### src/rtl/csa_cpa_resolve_186_pkg.sv
// csa_cpa_pkg: shared types and sizing helpers for the multi-cycle CSA resolver.
// Revision: 1.0
`default_nettype none

package csa_cpa_pkg;

  typedef enum logic [1:0] {
    IDLE = 2'd0,
    RUN  = 2'd1,
    DONE = 2'd2
  } state_t;

  function automatic int nchunk(input int width, input int chunk);
    return (width + chunk - 1) / chunk;
  endfunction

  localparam int WIDTH_DEF  = 186;
  localparam int CHUNK_DEF  = 32;
  localparam int NCHUNK_DEF = nchunk(WIDTH_DEF, CHUNK_DEF);
  localparam int PW         = NCHUNK_DEF * CHUNK_DEF;

endpackage

`default_nettype wire

### src/rtl/csa_cpa_resolve_186_if.sv
// csa_cpa_resolve_186_if: operand-in / result-out valid-ready bundle.
// Revision: 1.0
`default_nettype none

interface csa_cpa_resolve_186_if #(
  parameter int WIDTH = 186
) ();
  logic             in_valid;
  logic             in_ready;
  logic [WIDTH-1:0] c_in;
  logic [WIDTH-1:0] s_in;
  logic             out_valid;
  logic             out_ready;
  logic [WIDTH-1:0] sum_out;
  logic             ovf_out;

  modport master (
    output in_valid, c_in, s_in, out_ready,
    input  in_ready, out_valid, sum_out, ovf_out
  );

  modport slave (
    input  in_valid, c_in, s_in, out_ready,
    output in_ready, out_valid, sum_out, ovf_out
  );
endinterface

`default_nettype wire

### src/rtl/csa_cpa_resolve_186_chunk.sv
// cpa_chunk: combinational CHUNK-bit adder with carry in and carry out.
// Revision: 1.0
`default_nettype none

module cpa_chunk #(
  parameter int CHUNK = 32
) (
  input  wire logic [CHUNK-1:0] i_a,
  input  wire logic [CHUNK-1:0] i_b,
  input  wire logic             i_cin,
  output logic      [CHUNK-1:0] o_sum,
  output logic                  o_cout
);

  assign {o_cout, o_sum} = {1'b0, i_a} + {1'b0, i_b} + {{CHUNK{1'b0}}, i_cin};

endmodule

`default_nettype wire

### src/rtl/csa_cpa_resolve_186.sv
// csa_cpa_resolve_186: resolves a carry-save pair into a binary sum, CHUNK bits per clock.
// Revision: 1.0
`default_nettype none

module csa_cpa_resolve_186
  import csa_cpa_pkg::*;
#(
  parameter int WIDTH = 186,
  parameter int CHUNK = 32
) (
  input wire logic              clk,
  input wire logic              rst,
  csa_cpa_resolve_186_if.slave  bus
);

  localparam int NCHUNK = nchunk(WIDTH, CHUNK);
  localparam int PWL    = NCHUNK * CHUNK;
  localparam int KW     = (NCHUNK > 1) ? $clog2(NCHUNK) : 1;
  localparam logic [KW-1:0] K_LAST = KW'(NCHUNK - 1);

  state_t           r_state;
  logic [PWL-1:0]   r_c;
  logic [PWL-1:0]   r_s;
  logic [PWL-1:0]   r_res;
  logic             r_carry;
  logic [KW-1:0]    r_k;
  logic             r_in_ready;
  logic             r_out_valid;
  logic [WIDTH-1:0] r_sum;
  logic             r_ovf;

  logic [CHUNK-1:0] w_chunk_sum;
  logic             w_cout;
  logic [PWL-1:0]   w_chunk_ext;
  logic [PWL-1:0]   w_res_next;
  logic             w_ovf;

  cpa_chunk #(.CHUNK(CHUNK)) u_chunk (
    .i_a    (r_c[CHUNK-1:0]),
    .i_b    (r_s[CHUNK-1:0]),
    .i_cin  (r_carry),
    .o_sum  (w_chunk_sum),
    .o_cout (w_cout)
  );

  // New chunk enters at the top; after NCHUNK shifts chunk 0 sits at bit 0.
  assign w_chunk_ext = PWL'(w_chunk_sum);
  assign w_res_next  = (r_res >> CHUNK) | (w_chunk_ext << (PWL - CHUNK));

  generate
    if (PWL > WIDTH) begin : g_pad
      // Padding above the carry-out position is always zero, so the OR is just bit WIDTH.
      assign w_ovf = |w_res_next[PWL-1:WIDTH];
    end else begin : g_nopad
      assign w_ovf = w_cout;
    end
  endgenerate

  always_ff @(posedge clk) begin
    if (rst) begin
      r_state     <= IDLE;
      r_c         <= '0;
      r_s         <= '0;
      r_res       <= '0;
      r_carry     <= 1'b0;
      r_k         <= '0;
      r_in_ready  <= 1'b1;
      r_out_valid <= 1'b0;
      r_sum       <= '0;
      r_ovf       <= 1'b0;
    end else begin
      case (r_state)
        IDLE: begin
          if (bus.in_valid) begin
            r_c        <= PWL'(bus.c_in);
            r_s        <= PWL'(bus.s_in);
            r_carry    <= 1'b0;
            r_k        <= '0;
            r_in_ready <= 1'b0;
            r_state    <= RUN;
          end
        end
        RUN: begin
          r_c     <= r_c >> CHUNK;
          r_s     <= r_s >> CHUNK;
          r_res   <= w_res_next;
          r_carry <= w_cout;
          r_k     <= r_k + 1'b1;
          if (r_k == K_LAST) begin
            r_k         <= '0;
            r_sum       <= w_res_next[WIDTH-1:0];
            r_ovf       <= w_ovf;
            r_out_valid <= 1'b1;
            r_state     <= DONE;
          end
        end
        DONE: begin
          if (bus.out_ready) begin
            r_out_valid <= 1'b0;
            r_in_ready  <= 1'b1;
            r_state     <= IDLE;
          end
        end
        default: begin
          r_state     <= IDLE;
          r_in_ready  <= 1'b1;
          r_out_valid <= 1'b0;
        end
      endcase
    end
  end

  assign bus.in_ready  = r_in_ready;
  assign bus.out_valid = r_out_valid;
  assign bus.sum_out   = r_sum;
  assign bus.ovf_out   = r_ovf;

endmodule

`default_nettype wire

### src/flat_wrapper.sv
// flat-port wrapper written by rule: the top's interface ports become plain ports
module csa_cpa_resolve_186_flat import csa_cpa_pkg::*;
#(
  parameter int WIDTH = 186,
  parameter int CHUNK = 32
)
  (clk, rst, bus_in_valid, bus_c_in, bus_s_in, bus_out_ready, bus_in_ready, bus_out_valid, bus_sum_out, bus_ovf_out);
  csa_cpa_resolve_186_if #(.WIDTH(WIDTH)) bus_i ();
  input wire logic clk;
  input wire logic rst;
  input wire logic [$bits(bus_i.in_valid)-1:0] bus_in_valid;
  input wire logic [$bits(bus_i.c_in)-1:0] bus_c_in;
  input wire logic [$bits(bus_i.s_in)-1:0] bus_s_in;
  input wire logic [$bits(bus_i.out_ready)-1:0] bus_out_ready;
  output wire logic [$bits(bus_i.in_ready)-1:0] bus_in_ready;
  output wire logic [$bits(bus_i.out_valid)-1:0] bus_out_valid;
  output wire logic [$bits(bus_i.sum_out)-1:0] bus_sum_out;
  output wire logic [$bits(bus_i.ovf_out)-1:0] bus_ovf_out;
  assign bus_i.in_valid = bus_in_valid;
  assign bus_i.c_in = bus_c_in;
  assign bus_i.s_in = bus_s_in;
  assign bus_i.out_ready = bus_out_ready;
  assign bus_in_ready = bus_i.in_ready;
  assign bus_out_valid = bus_i.out_valid;
  assign bus_sum_out = bus_i.sum_out;
  assign bus_ovf_out = bus_i.ovf_out;
  csa_cpa_resolve_186 #(.WIDTH(WIDTH), .CHUNK(CHUNK)) u_core (.clk(clk), .rst(rst), .bus(bus_i));
endmodule
### config.mk
export PLATFORM = sky130hd
export DESIGN_NAME = csa_cpa_resolve_186_flat
export DESIGN_NICKNAME = d
export VERILOG_FILES = /design/src/rtl/csa_cpa_resolve_186_pkg.sv /design/src/rtl/csa_cpa_resolve_186_if.sv /design/src/rtl/csa_cpa_resolve_186_chunk.sv /design/src/rtl/csa_cpa_resolve_186.sv /design/src/flat_wrapper.sv
export SDC_FILE = /design/constraint.sdc
export NUM_CORES = 2
export LEC_CHECK = 0
export CAP_MARGIN = 20
export CORE_MARGIN = 5
export CORE_UTILIZATION = 40
export DETAILED_ROUTE_END_ITERATION = 8
export PLACE_DENSITY = 0.68
export SETUP_SLACK_MARGIN = 0.2
export SLEW_MARGIN = 20
export SYNTH_ARGS = -nofsm -noshare
export SYNTH_HDL_FRONTEND = slang
export SYNTH_SLANG_ARGS = --single-unit
### constraint.sdc
create_clock -name clk -period 3.65 [get_ports clk]
set_clock_uncertainty 0.2 [all_clocks]
set_input_delay 0.5475 -clock clk [delete_from_list [all_inputs] [get_ports clk]]
set_output_delay 0.5475 -clock clk [all_outputs]
set_load 0.05 [all_outputs]
==> out/results.txt <==
Achievable Freq: 301.8 MHz
reg2reg start: u_core.r_carry$_SDFFE_PP0P_
Worst Setup EP: u_core.r_carry$_SDFFE_PP0P_
DRC errors left: 0
share of the synthesized area in the top cell type: 0.4682
Num CTS Buffers: 80
Synth cell types: 62
reg2reg path depth: 10
number of DRC markers in iteration 0: 2498
startpoint types: register
unrepaired setup endpoints after global routing: no
Vias: 27.93k
Antenna Nets Post-Route: 0
final worst-path cycle share: 0.9079
post-synthesis area per instance: 8.252 sq um
CP required: 3940 ps
CP endpoint kind: register
die width: 288.8 um
WL per Instance: 19.92 um
total track usage: 0.2341
Pre-antenna DRT Iters: 5
synthesized flop and latch total: 727
CP Max Fanout: 4
Initial Util: 0.4026
R2R Setup Slk: 340 ps
row count: 102
Max Cap Viol: 0
ys flop type: dfxtp_1
asr flop ratio synth: 0
Top Ports: 565
Setup TNS: 0 ps
first-pass GRT wire length: 153.5 mm
CP startpoint: u_core.r_carry$_SDFFE_PP0P_
Die Span Y: 288.8 um
largest net degree at the start of global routing: 243
Root Buffer: clkbuf_16
outcome: complete, no violations
post-DP HPWL: 70.64 mm
GPL Wtd Cong: 0.8774
Worst slew margin: 0.3188
HP Class: in2reg
Max clock buf depth: 3
CTS sink cnt: 727
DR vias/cell: 5.362
final wirelength: 103.8 mm
Worst-Skew Late Latency: 640 ps
sequential area share after synthesis: 0.4682
Peak VDD IR: 0.3104 mV
final hold viol count: 0
cell area after layout: 0.03997 sq mm
IO Port Bufs: 564
# Post-CTS Setup Buffers: 0
crit path DAT: 3600 ps
final net count: 4501
YS warnings: 0
synthesized area: 0.03108 sq mm
Lkg Pwr: 14.58 nW
initial antenna violation count: 37
die area: 0.08339 sq mm
Final min period: 3314 ps
Crit Path Class: reg2reg
grt total ovfl: 0
post-synthesis net count: 4176
r2r endpoint: u_core.r_carry$_SDFFE_PP0P_
area post-placement: 0.03718 sq mm
PwrDens: 493.1 mW/mm^2
CTS tree: yes
Worst-path clk slew: 70 ps
share of layout cells above drive strength 1: 0.1183
synth top area cells: dfxtp_1, o221a_2, a21oi_1
# setup viols final: 0
EDFF count, synth: 0
Layout area overhead: 28.60%
Worst Tran Pin Value: 1022 ps
Slew Limit Fails: 0
area leader, netlist: dfxtp_1
vias in the first global route: 25.39k
CORE AREA: 0.07721 sq mm
H-Tree Depth: 3
Syn Inst Count: 3767
fill count: 7271
[logic make-up (layout without fill, tap and decap cells)]
group                      Yosys count  after routing  synth area share
DFF                                727            727            0.4682
other                                0             17                 0
xor gates and xnor gates            26             26          0.007326
AOI/OAI and AO/OA                 1137           1137            0.2572
muxes                                1              1         0.0003220
and+or+nand+nor                   1480           1480            0.2083
adders and majority gates           33             33           0.01377
buffers and inverters              363            748           0.04488
[state kept, by name (all words and copies together), names as in the netlist]
| signal | flops |
|---|---|
| u_core.r_carry | 1 |
| u_core.bus.out_valid | 1 |
| u_core.r_k | 3 |
| u_core.bus.in_ready | 1 |
| u_core.r_res | 160 |
| u_core.r_state | 2 |
| u_core.bus.sum_out | 186 |
| u_core.bus.ovf_out | 1 |
| u_core.r_c | 186 |
| u_core.r_s | 186 |
[how the worst min path moves through the flow]
stage | startpoint | endpoint | slack, ps | cells past startpoint
2_1_floorplan | u_core.r_res[32]$_SDFFE_PP0P_ | u_core.bus.sum_out[0]$_SDFFE_PP0P_ | 230 | 2
3_3_place_gp | u_core.bus.sum_out[32]$_SDFFE_PP0P_ | u_core.bus.sum_out[32]$_SDFFE_PP0P_ | 240 | 2
3_5_place_dp | u_core.bus.sum_out[117]$_SDFFE_PP0P_ | u_core.bus.sum_out[117]$_SDFFE_PP0P_ | 250 | 2
4_1_cts | rst | u_core.bus.sum_out[169]$_SDFFE_PP0P_ | 160 | 2
5_1_grt | rst | u_core.bus.sum_out[167]$_SDFFE_PP0P_ | 190 | 2
6_report | rst | u_core.bus.sum_out[167]$_SDFFE_PP0P_ | 160 | 2
[critical path, cell delays in order (launching register included)]
cell and delay [ps]:
dfxtp_1 350, fa_1 480, fa_1 430, a21o_1 240, a221oi_4 300, nand4b_4 240, a2111oi_2 90, o31ai_2 330
a21oi_1 150, o21ai_0 240, a211oi_1 110
[per-layer routing]
| metal | vias up | wire length, um | track usage |
|---|---|---|---|
| met5 | - | 225 | 0 |
| met4 | 34 | 2104 | 0.06001 |
| met3 | 156 | 8891 | 0.07127 |
| met2 | 849 | 49240 | 0.3837 |
| met1 | 13130 | 43290 | 0.3026 |
| li1 | 13770 | - | - |
[layout by cell type, fill, tap and decap left out, types with 6 or more instances in the layout]
| cell | netlist | routed |
|---|---|---|
| dfxtp_1 | 727 | 725 |
| nand2_1 | 700 | 699 |
| a21oi_1 | 681 | 681 |
| clkdlybuf4s50_1 | 0 | 562 |
| nor2_1 | 416 | 414 |
| nor2b_1 | 310 | 309 |
| o221a_2 | 308 | 308 |
| clkbuf_16 | 0 | 81 |
| a22oi_1 | 64 | 64 |
| ha_1 | 31 | 31 |
| clkbuf_1 | 312 | 21 |
| o21ai_0 | 20 | 20 |
| xnor2_1 | 20 | 20 |
| diode_2 | 0 | 17 |
| nand3_1 | 17 | 17 |
| buf_12 | 0 | 17 |
| clkbuf_8 | 0 | 16 |
| buf_4 | 0 | 12 |
| inv_1 | 10 | 10 |
| a211oi_1 | 10 | 10 |
| a21o_1 | 8 | 8 |
| nor3_1 | 8 | 8 |
| clkinv_2 | 0 | 8 |
| a31oi_1 | 7 | 7 |
| xor2_1 | 6 | 6 |
[report_power, final]
| group | internal (W) | leakage, nW | switching, W |
|---|---|---|---|
| clock network | 0.00483 | 1.32 | 0.00346 |
| registers | 0.00838 | 5.95 | 0.000286 |
| logic | 0.00128 | 7.30 | 0.00147 |
| total | 0.0145 | 14.6 | 0.00522 |
[timing repair]
| action | 4_1_cts | 5_1_grt |
|---|---|---|
| endpoints found under the setup margin | 0 | 4 |
| resized for setup | 0 | 1 |
| hold buffers | 0 | 0 |
[cells in the mapped netlist, drive strengths merged (2+ instances only)]
cell type    n
and3         2
o21ai       24
nand2      700
a21o         9
fa           2
a21boi       2
o211ai       4
ha          31
or2          4
nor4b        3
a2111oi      3
a32oi        2
o221a      308
nand2b       3
o21a         4
a31oi        7
o31a         2
clkbuf     312
nor2b      310
a21oi      685
dfxtp      727
nor4         3
nand4        2
xnor2       20
inv         11
xor2         6
nor2       417
a211oi      11
o311ai       2
a22oi       64
o21bai       3
a41oi        2
buf         40
or3          4
nor3         9
nor3b        2
nand3       17
[stage by stage]
step           total power (W)  utilization  hold WS (ps)  std cells  worst slack (ps)
2_1_floorplan          0.01052            -         232.2       3767             612.8
3_5_place_dp           0.01156       0.4816         245.6       5049             350.1
3_3_place_gp           0.01153       0.4816         241.6       5049             376.8
4_1_cts                0.01986       0.5166         164.9       5191             310.0
5_1_grt                0.02052       0.5174         194.1       5200             188.4
6_report               0.01971       0.5177         160.0       5209             336.1
[cell type report]
cell class | instances | area [sq um] | area share
diodes | 17 | 42.54 | 0.001064
clock buffers | 118 | 2326 | 0.05819
clock inverters | 24 | 380.4 | 0.009515
inverters | 11 | 48.80 | 0.001221
multi-input cells | 2677 | 15190 | 0.3800
flip-flops and latches | 727 | 14560 | 0.3643
well taps | 1040 | 1301 | 0.03255
repair buffers | 595 | 6125 | 0.1532
(Power assumes the default switching activity.)
